$ cat config.mk
export PLATFORM = sky130hd
export DESIGN_NAME = mm_align_sequencer
export DESIGN_NICKNAME = d
export VERILOG_FILES = /design/src/rtl/mm_align_sequencer.sv
export SDC_FILE = /design/constraint.sdc
export NUM_CORES = 1
export LEC_CHECK = 0
export CORE_UTILIZATION = 50
export CTS_BUF_LIST = sky130_fd_sc_hd__clkbuf_8
export DETAILED_ROUTE_END_ITERATION = 10
export DONT_BUFFER_PORTS = 1
export PLACE_DENSITY = 0.68
export SKIP_CTS_REPAIR_TIMING = 1
export SYNTH_ARGS = -nofsm -noshare
export SYNTH_HDL_FRONTEND = slang
export SYNTH_SLANG_ARGS = --single-unit
export TNS_END_PERCENT = 5
$ cat constraint.sdc
create_clock -name clk -period 9.3 [get_ports clk]
set_clock_uncertainty 0.1 [all_clocks]
set_input_delay 0.465 -clock clk [delete_from_list [all_inputs] [get_ports clk]]
set_output_delay 0.465 -clock clk [all_outputs]
set_load 0.01 [all_outputs]
$ cat src/rtl/mm_align_sequencer.sv
// ============================================================================
// mm_align_sequencer
//
// Purpose:
//   Walks one matrix-macro output tile through mm_output_aligner and into the
//   activation buffer. A tile command (row count, bank column offset, valid
//   column count, base row address) is checked and latched. Macro output beats
//   are then paced row by row. The aligner receives a constant shift and a
//   column mask for the whole tile. An activation-buffer write is issued for
//   every accepted beat once the aligner has produced the aligned row.
//   No element data passes through this block, so the element width of the
//   datapath has no influence here and is not a parameter.
//
// Ports:
//   clk            rising-edge clock
//   nrst           asynchronous reset, ACTIVE HIGH (legacy port name)
//   start_i        one-cycle tile command strobe (sampled only in IDLE)
//   num_rows_i     rows (beats) in the tile
//   col_offset_i   leftmost valid macro output column
//   num_cols_i     valid columns per row
//   base_addr_i    first activation-buffer row
//   busy_o         tile in progress (RUN, DRAIN, DONE)
//   done_o         one-cycle pulse, tile fully written
//   err_o          one-cycle pulse, command rejected
//   mm_valid_i     macro output beat valid
//   mm_ready_o     sequencer accepts a beat this cycle
//   align_valid_o  aligner valid strobe (= accepted beat)
//   align_shift_o  aligner left shift in elements
//   align_mask_o   aligner column mask, bit k set for k < num_cols
//   wr_en_o        activation-buffer write strobe
//   wr_addr_o      activation-buffer write row
//
// state | meaning
// ------+----------------------------------------------------------------
// IDLE  | waiting for a tile command; illegal commands flag err_o here
// RUN   | accepting macro beats until num_rows have been taken
// DRAIN | no more accepts; waiting for outstanding aligner writes
// DONE  | one cycle, done_o pulse, back to IDLE
// ============================================================================
module mm_align_sequencer #(
    parameter int num_cols_per_bank = 32,
    parameter int num_elements      = 256,
    parameter int addr_width        = 10,
    parameter int align_latency     = 1,
    localparam int idx_w            = $clog2(num_elements)
) (
    input  logic                    clk,
    input  logic                    nrst,
    input  logic                    start_i,
    input  logic [15:0]             num_rows_i,
    input  logic [idx_w-1:0]        col_offset_i,
    input  logic [idx_w:0]          num_cols_i,
    input  logic [addr_width-1:0]   base_addr_i,
    output logic                    busy_o,
    output logic                    done_o,
    output logic                    err_o,
    input  logic                    mm_valid_i,
    output logic                    mm_ready_o,
    output logic                    align_valid_o,
    output logic [idx_w-1:0]        align_shift_o,
    output logic [num_elements-1:0] align_mask_o,
    output logic                    wr_en_o,
    output logic [addr_width-1:0]   wr_addr_o
);

    typedef enum logic [1:0] {
        IDLE  = 2'd0,
        RUN   = 2'd1,
        DRAIN = 2'd2,
        DONE  = 2'd3
    } state_t;

    state_t state, state_nxt;

    // Latched tile command.
    logic [15:0]             rows_r;
    logic [addr_width-1:0]   base_r;
    logic [idx_w-1:0]        shift_r;
    logic [num_elements-1:0] mask_r;

    // Beats still to accept (down-counter) and rows already written.
    logic [15:0]             rem_r;
    logic [15:0]             written_r;

    logic                    err_r;
    logic [align_latency-1:0] dly_r;

    logic                    cmd_illegal;
    logic                    start_ok;
    logic                    accept;
    logic [num_elements-1:0] mask_nxt;

    // ------------------------------------------------------------------------
    // Command check and mask build
    // ------------------------------------------------------------------------
    // The offset must land on a bank boundary, and the valid window must fit
    // inside the aligner. Widening to 32 bits keeps offset+cols from wrapping.
    always_comb begin
        cmd_illegal = 1'b0;
        if ((32'(col_offset_i) % num_cols_per_bank) != 0) begin
            cmd_illegal = 1'b1;
        end
        if ((32'(col_offset_i) + 32'(num_cols_i)) > 32'(num_elements)) begin
            cmd_illegal = 1'b1;
        end
    end

    assign start_ok = (state == IDLE) && start_i && !cmd_illegal;

    always_comb begin
        mask_nxt = '0;
        for (int k = 0; k < num_elements; k++) begin
            mask_nxt[k] = (k < int'(num_cols_i));
        end
    end

    // ------------------------------------------------------------------------
    // Beat acceptance (combinational handshake with the macro)
    // ------------------------------------------------------------------------
    assign mm_ready_o    = (state == RUN) && (rem_r != 16'd0);
    assign accept        = mm_valid_i && mm_ready_o;
    assign align_valid_o = accept;

    // ------------------------------------------------------------------------
    // FSM
    // ------------------------------------------------------------------------
    always_ff @(posedge clk or posedge nrst) begin
        if (nrst) begin
            state <= IDLE;
        end else begin
            state <= state_nxt;
        end
    end

    always_comb begin
        state_nxt = state;
        unique case (state)
            IDLE: begin
                if (start_ok) begin
                    // A zero-row tile has nothing to pace; report it as done.
                    state_nxt = (num_rows_i == 16'd0) ? DONE : RUN;
                end
            end
            RUN: begin
                if (accept && (rem_r == 16'd1)) begin
                    state_nxt = DRAIN;
                end
            end
            DRAIN: begin
                if (written_r == rows_r) begin
                    state_nxt = DONE;
                end
            end
            DONE: begin
                state_nxt = IDLE;
            end
            default: begin
                state_nxt = IDLE;
            end
        endcase
    end

    assign busy_o = (state != IDLE);
    assign done_o = (state == DONE);
    assign err_o  = err_r;

    // ------------------------------------------------------------------------
    // Command registers and counters
    // ------------------------------------------------------------------------
    // Rejected commands leave the previous shift/mask untouched so the aligner
    // never sees a half-legal configuration.
    always_ff @(posedge clk or posedge nrst) begin
        if (nrst) begin
            rows_r    <= '0;
            base_r    <= '0;
            shift_r   <= '0;
            mask_r    <= '0;
            rem_r     <= '0;
            written_r <= '0;
            err_r     <= 1'b0;
        end else begin
            err_r <= (state == IDLE) && start_i && cmd_illegal;
            if (start_ok) begin
                rows_r    <= num_rows_i;
                base_r    <= base_addr_i;
                shift_r   <= col_offset_i;
                mask_r    <= mask_nxt;
                rem_r     <= num_rows_i;
                written_r <= '0;
            end else begin
                if (accept) begin
                    rem_r <= rem_r - 16'd1;
                end
                if (wr_en_o) begin
                    written_r <= written_r + 16'd1;
                end
            end
        end
    end

    assign align_shift_o = shift_r;
    assign align_mask_o  = mask_r;

    // ------------------------------------------------------------------------
    // Aligner latency model: accept flags ride a shift register whose tail is
    // the write strobe, so each accept turns into a write exactly
    // align_latency cycles later and back-to-back accepts stay back-to-back.
    // ------------------------------------------------------------------------
    always_ff @(posedge clk or posedge nrst) begin
        if (nrst) begin
            dly_r <= '0;
        end else begin
            dly_r[0] <= accept;
            for (int i = 1; i < align_latency; i++) begin
                dly_r[i] <= dly_r[i-1];
            end
        end
    end

    assign wr_en_o = dly_r[align_latency-1];

    // Address wraps naturally at 2^addr_width.
    assign wr_addr_o = base_r + addr_width'(written_r);

endmodule

==> flow_metrics.tcl <==
set metrics [dict create \
    p_switching_uw 719 \
    r2r_cells 6 \
    crit_family "buffers and inverters" \
    grt-ovfl-total 0 \
    coreArea_um2 29600 \
    min-delay-path-class "primary input to register" \
    chipHeight_um 175 \
    port_buffers 0 \
    fin_setup_tns_ns 0 \
    criticalPathCategory "primary input to register" \
    grt_setup_unrepaired "false" \
    r2r_setup_slack_ns 5.86 \
    max-clock-path-buffers 3 \
    worst_r2r_startpoint "state[0]" \
    switching_share 0.244 \
    antenna_cells_inserted 0 \
    critical_path.endpoint "align_mask_o[212]" \
    area.sequential_um2 8160 \
    library_cell_used_as_clock_root_buffer "sky130_fd_sc_hd__clkbuf_8" \
    final-hold-violation-count 6 \
    synth_seq_cells 326 \
    arrival_ns 4.34 \
    crit_slowest_cell "sky130_fd_sc_hd__buf_4" \
    clkLatencyLatePin_ns 0.57 \
    fraction_of_the_cycle_the_final_worst_path_needs 0.435 \
    synth_sequential_area_ratio 0.543 \
    synth.largest_area_cell "sky130_fd_sc_hd__dfrtp_1" \
    final_max_slew_viols 0 \
    design.die.area_um2 30800 \
    worst_ep_required_time_ns 9.59 \
    synth_flop_cell "sky130_fd_sc_hd__dfrtp_1" \
    synthDominantCellAreaShare 0.543 \
    drt_wl_total_um 50400 \
    final.hold.worst_slack_ns -0.0144 \
    rows 63 \
    global_route_wire_length_before_repair_um 73400 \
    wl_per_cell_um 24.4 \
    critical_path.startpoint "col_offset_i[0]" \
    groute.layer.met2.usage 0.479 \
    number_of_enable_type_register_cells_in_the_synthesized_netlist 0 \
    syn_area_per_cell_um2 9.02 \
    cts_made_buffers 53 \
    global_route.peak_usage_layer "met2" \
    fin_ws_ns 5.26 \
    clock_power_share 0.457 \
    detail_route.vias_per_cell 5.94 \
    yosys_warnings 0 \
    initial_core_util 0.507 \
    violations_in_the_final_reports "negative hold slack" \
    tightest_slew_ns 1.23 \
    maximum_clock_frequency_mhz 247 \
    final-instance-count-excl-fill 2067 \
    setup_viol 0 \
    critPathMaxStageDelay_ns 0.92 \
    antenna_violations_before_repair 0 \
    post-synth-top-count-cell "sky130_fd_sc_hd__nand2_1" \
    cts.sinks 326 \
    first_global_vias 11500 \
    detail_route.drc_violations 0 \
    use_met3 0.125 \
    synth_fp_nets 1741 \
    cp.depth 11 \
    pwr-share-comb 0.061 \
    outcome "complete, but fails checks" \
    syn_inst 1667 \
    period_minus_slack_ns 4.04 \
    r2r-end "align_mask_o[212]" \
    die_w_um 175 \
    cp.buffers_inverters 3 \
    synth_common_cells "sky130_fd_sc_hd__nand2_1 (412), sky130_fd_sc_hd__dfrtp_1 (326), sky130_fd_sc_hd__o21ai_0 (222)" \
    worst-path-max-fanout 300 \
    cp-start-kind "primary input" \
    worstSetupEndpointType "register" \
    first_drt_iteration_drcs 1312 \
    design_internal_power_uw 2230 \
    synth-async-reset-ratio 1.00 \
    clock_tree.htree_level_count 2 \
    cellLeakagePower_uw 0.00775 \
    unique_masters_post_synth 59 \
    fillCellCount 2699 \
    groute.usage.overall 0.321 \
    synth.area.top_cells "sky130_fd_sc_hd__dfrtp_1 (54%), sky130_fd_sc_hd__nand2_1 (10%), sky130_fd_sc_hd__o21ai_0 (7.4%)" \
    final_nets 1715 \
    post_route_cells_drive_above_1_share 0.0674 \
    postRouteAntennaNets 0 \
    multiInputGateArea_um2 6140 \
    drt_first_pass_iters 5 \
    pin_count_of_the_biggest_net_entering_global_routing 301 \
    mappedNetlistArea_um2 15000 \
    placement.setup.worst_slack_ns 4.62 \
    cts.reportedPaths.clkPinSlew_ns 0.06 \
    report.power.total_uw 2950 \
    routabilityCongestion 0.870 \
    cp_cell_sequence "ha_1 > inv_1 > fa_1 > nand2b_1 > a21oi_1 > o21bai_1 > xor2_1 > o2111ai_4 > buf_12 > buf_4 > o21ai_0" \
    syn2layout_area_growth_pct 9.67 \
    placedCellCount 1943 \
    boundary_pins 327 \
    tritoncts "built" \
    timing.max_slew.rel_slack 0.177 \
    vdd.ir_drop.worst_v 0.0000993 \
    detailed_place_hpwl_um 31800 \
    cap_viol_max_count 0 \
    gr-usage-met1 0.422 \
    detailroute.via_count 12300 \
    power_density_nw_per_um2 179 \
    seq_power_share 0.482 \
]
-- power groups by stage --
| stage | combinational, µW | sequential (µW) | clock, µW |
|---|---|---|---|
| 2_1_floorplan | 107 | 1450 | 0 |
| 3_3_place_gp | 161 | 1440 | 0 |
| 3_5_place_dp | 162 | 1440 | 0 |
| 4_1_cts | 163 | 1420 | 1360 |
| 5_1_grt | 194 | 1420 | 1420 |
| 6_report | 180 | 1420 | 1350 |
-- metrics by stage --
step                      hold slack, ns  utilization  instance area [µm²]
after floorplan                    0.352            -                15000
after global placement             0.371        0.507                15000
after detailed placement           0.373        0.507                15000
after CTS                         -0.122        0.545                16200
after global routing             0.00198        0.556                16500
final                            -0.0144        0.556                16500
-- metal layers --
metal	share of wire	wire length, µm
met1	0.39	19500
met4	0.038	1910
met3	0.13	6600
met5	0	0
met2	0.44	22400
-- logic make-up (layout without fill, tap and decap cells) --
family / after synthesis / count (layout) / synth area share
DFF: 326 / 326 / 0.543
muxes: 3 / 3 / 0.00208
adders and majority gates: 27 / 27 / 0.0235
xor gates and xnor gates: 54 / 54 / 0.0315
AOI/OAI and AO/OA: 542 / 542 / 0.190
buffers and inverters: 152 / 162 / 0.0511
and+or+nand+nor: 563 / 563 / 0.159
-- worst min-delay path by stage --
stage / startpoint / end / slack [ns] / cells after the start
global route: num_cols_i[5] / align_mask_o[41] / 0.002 / 2
CTS: num_cols_i[8] / align_mask_o[255] / -0.12 / 2
global placement: base_r[2] / base_r[2] / 0.37 / 2
detailed placement: base_r[2] / base_r[2] / 0.37 / 2
finish: num_cols_i[4] / align_mask_o[111] / -0.01 / 2
floorplan: base_r[2] / base_r[2] / 0.35 / 2
-- placed cells by master, fill, tap and decap left out, types with 3 or more instances in the layout --
cell type                       count
sky130_fd_sc_hd__a21o_1            10
sky130_fd_sc_hd__a21oi_1           79
sky130_fd_sc_hd__a31oi_1           10
sky130_fd_sc_hd__and2_1            12
sky130_fd_sc_hd__and3_1             7
sky130_fd_sc_hd__buf_4             15
sky130_fd_sc_hd__bufinv_16          4
sky130_fd_sc_hd__clkbuf_8          68
sky130_fd_sc_hd__clkinv_2           4
sky130_fd_sc_hd__clkinvlp_4         3
sky130_fd_sc_hd__dfrtp_1          326
sky130_fd_sc_hd__dlygate4sd3_1     33
sky130_fd_sc_hd__ha_1              25
sky130_fd_sc_hd__inv_1             33
sky130_fd_sc_hd__nand2_1          412
sky130_fd_sc_hd__nand2b_1           6
sky130_fd_sc_hd__nand4_1           11
sky130_fd_sc_hd__nor2_1            51
sky130_fd_sc_hd__nor2b_1            5
sky130_fd_sc_hd__nor3_1            11
sky130_fd_sc_hd__nor4_1            13
sky130_fd_sc_hd__o211ai_1           3
sky130_fd_sc_hd__o21a_1             5
sky130_fd_sc_hd__o21ai_0          222
sky130_fd_sc_hd__o21ai_1          184
sky130_fd_sc_hd__o21bai_1           5
sky130_fd_sc_hd__o31ai_1            8
sky130_fd_sc_hd__or2_2              7
sky130_fd_sc_hd__or3_1             10
sky130_fd_sc_hd__xnor2_1           15
sky130_fd_sc_hd__xor2_1            39
-- flip-flops by register name, indices dropped and copies added (netlist names) --
signal and flops:
align_shift_o 8, align_mask_o 256, rows_r 16, state 2, rem_r 16, base_r 10, wr_en_o 1, written_r 16
err_o 1
-- layout make-up --
type	instances	share of cell area
flip-flops and latches	326	0.495
multi-input cells	1189	0.372
clock buffers	68	0.0568
well taps	390	0.0296
repair buffers	50	0.0293
clock inverters	23	0.0124
inverters	21	0.00501
(Power assumes the default switching activity.)
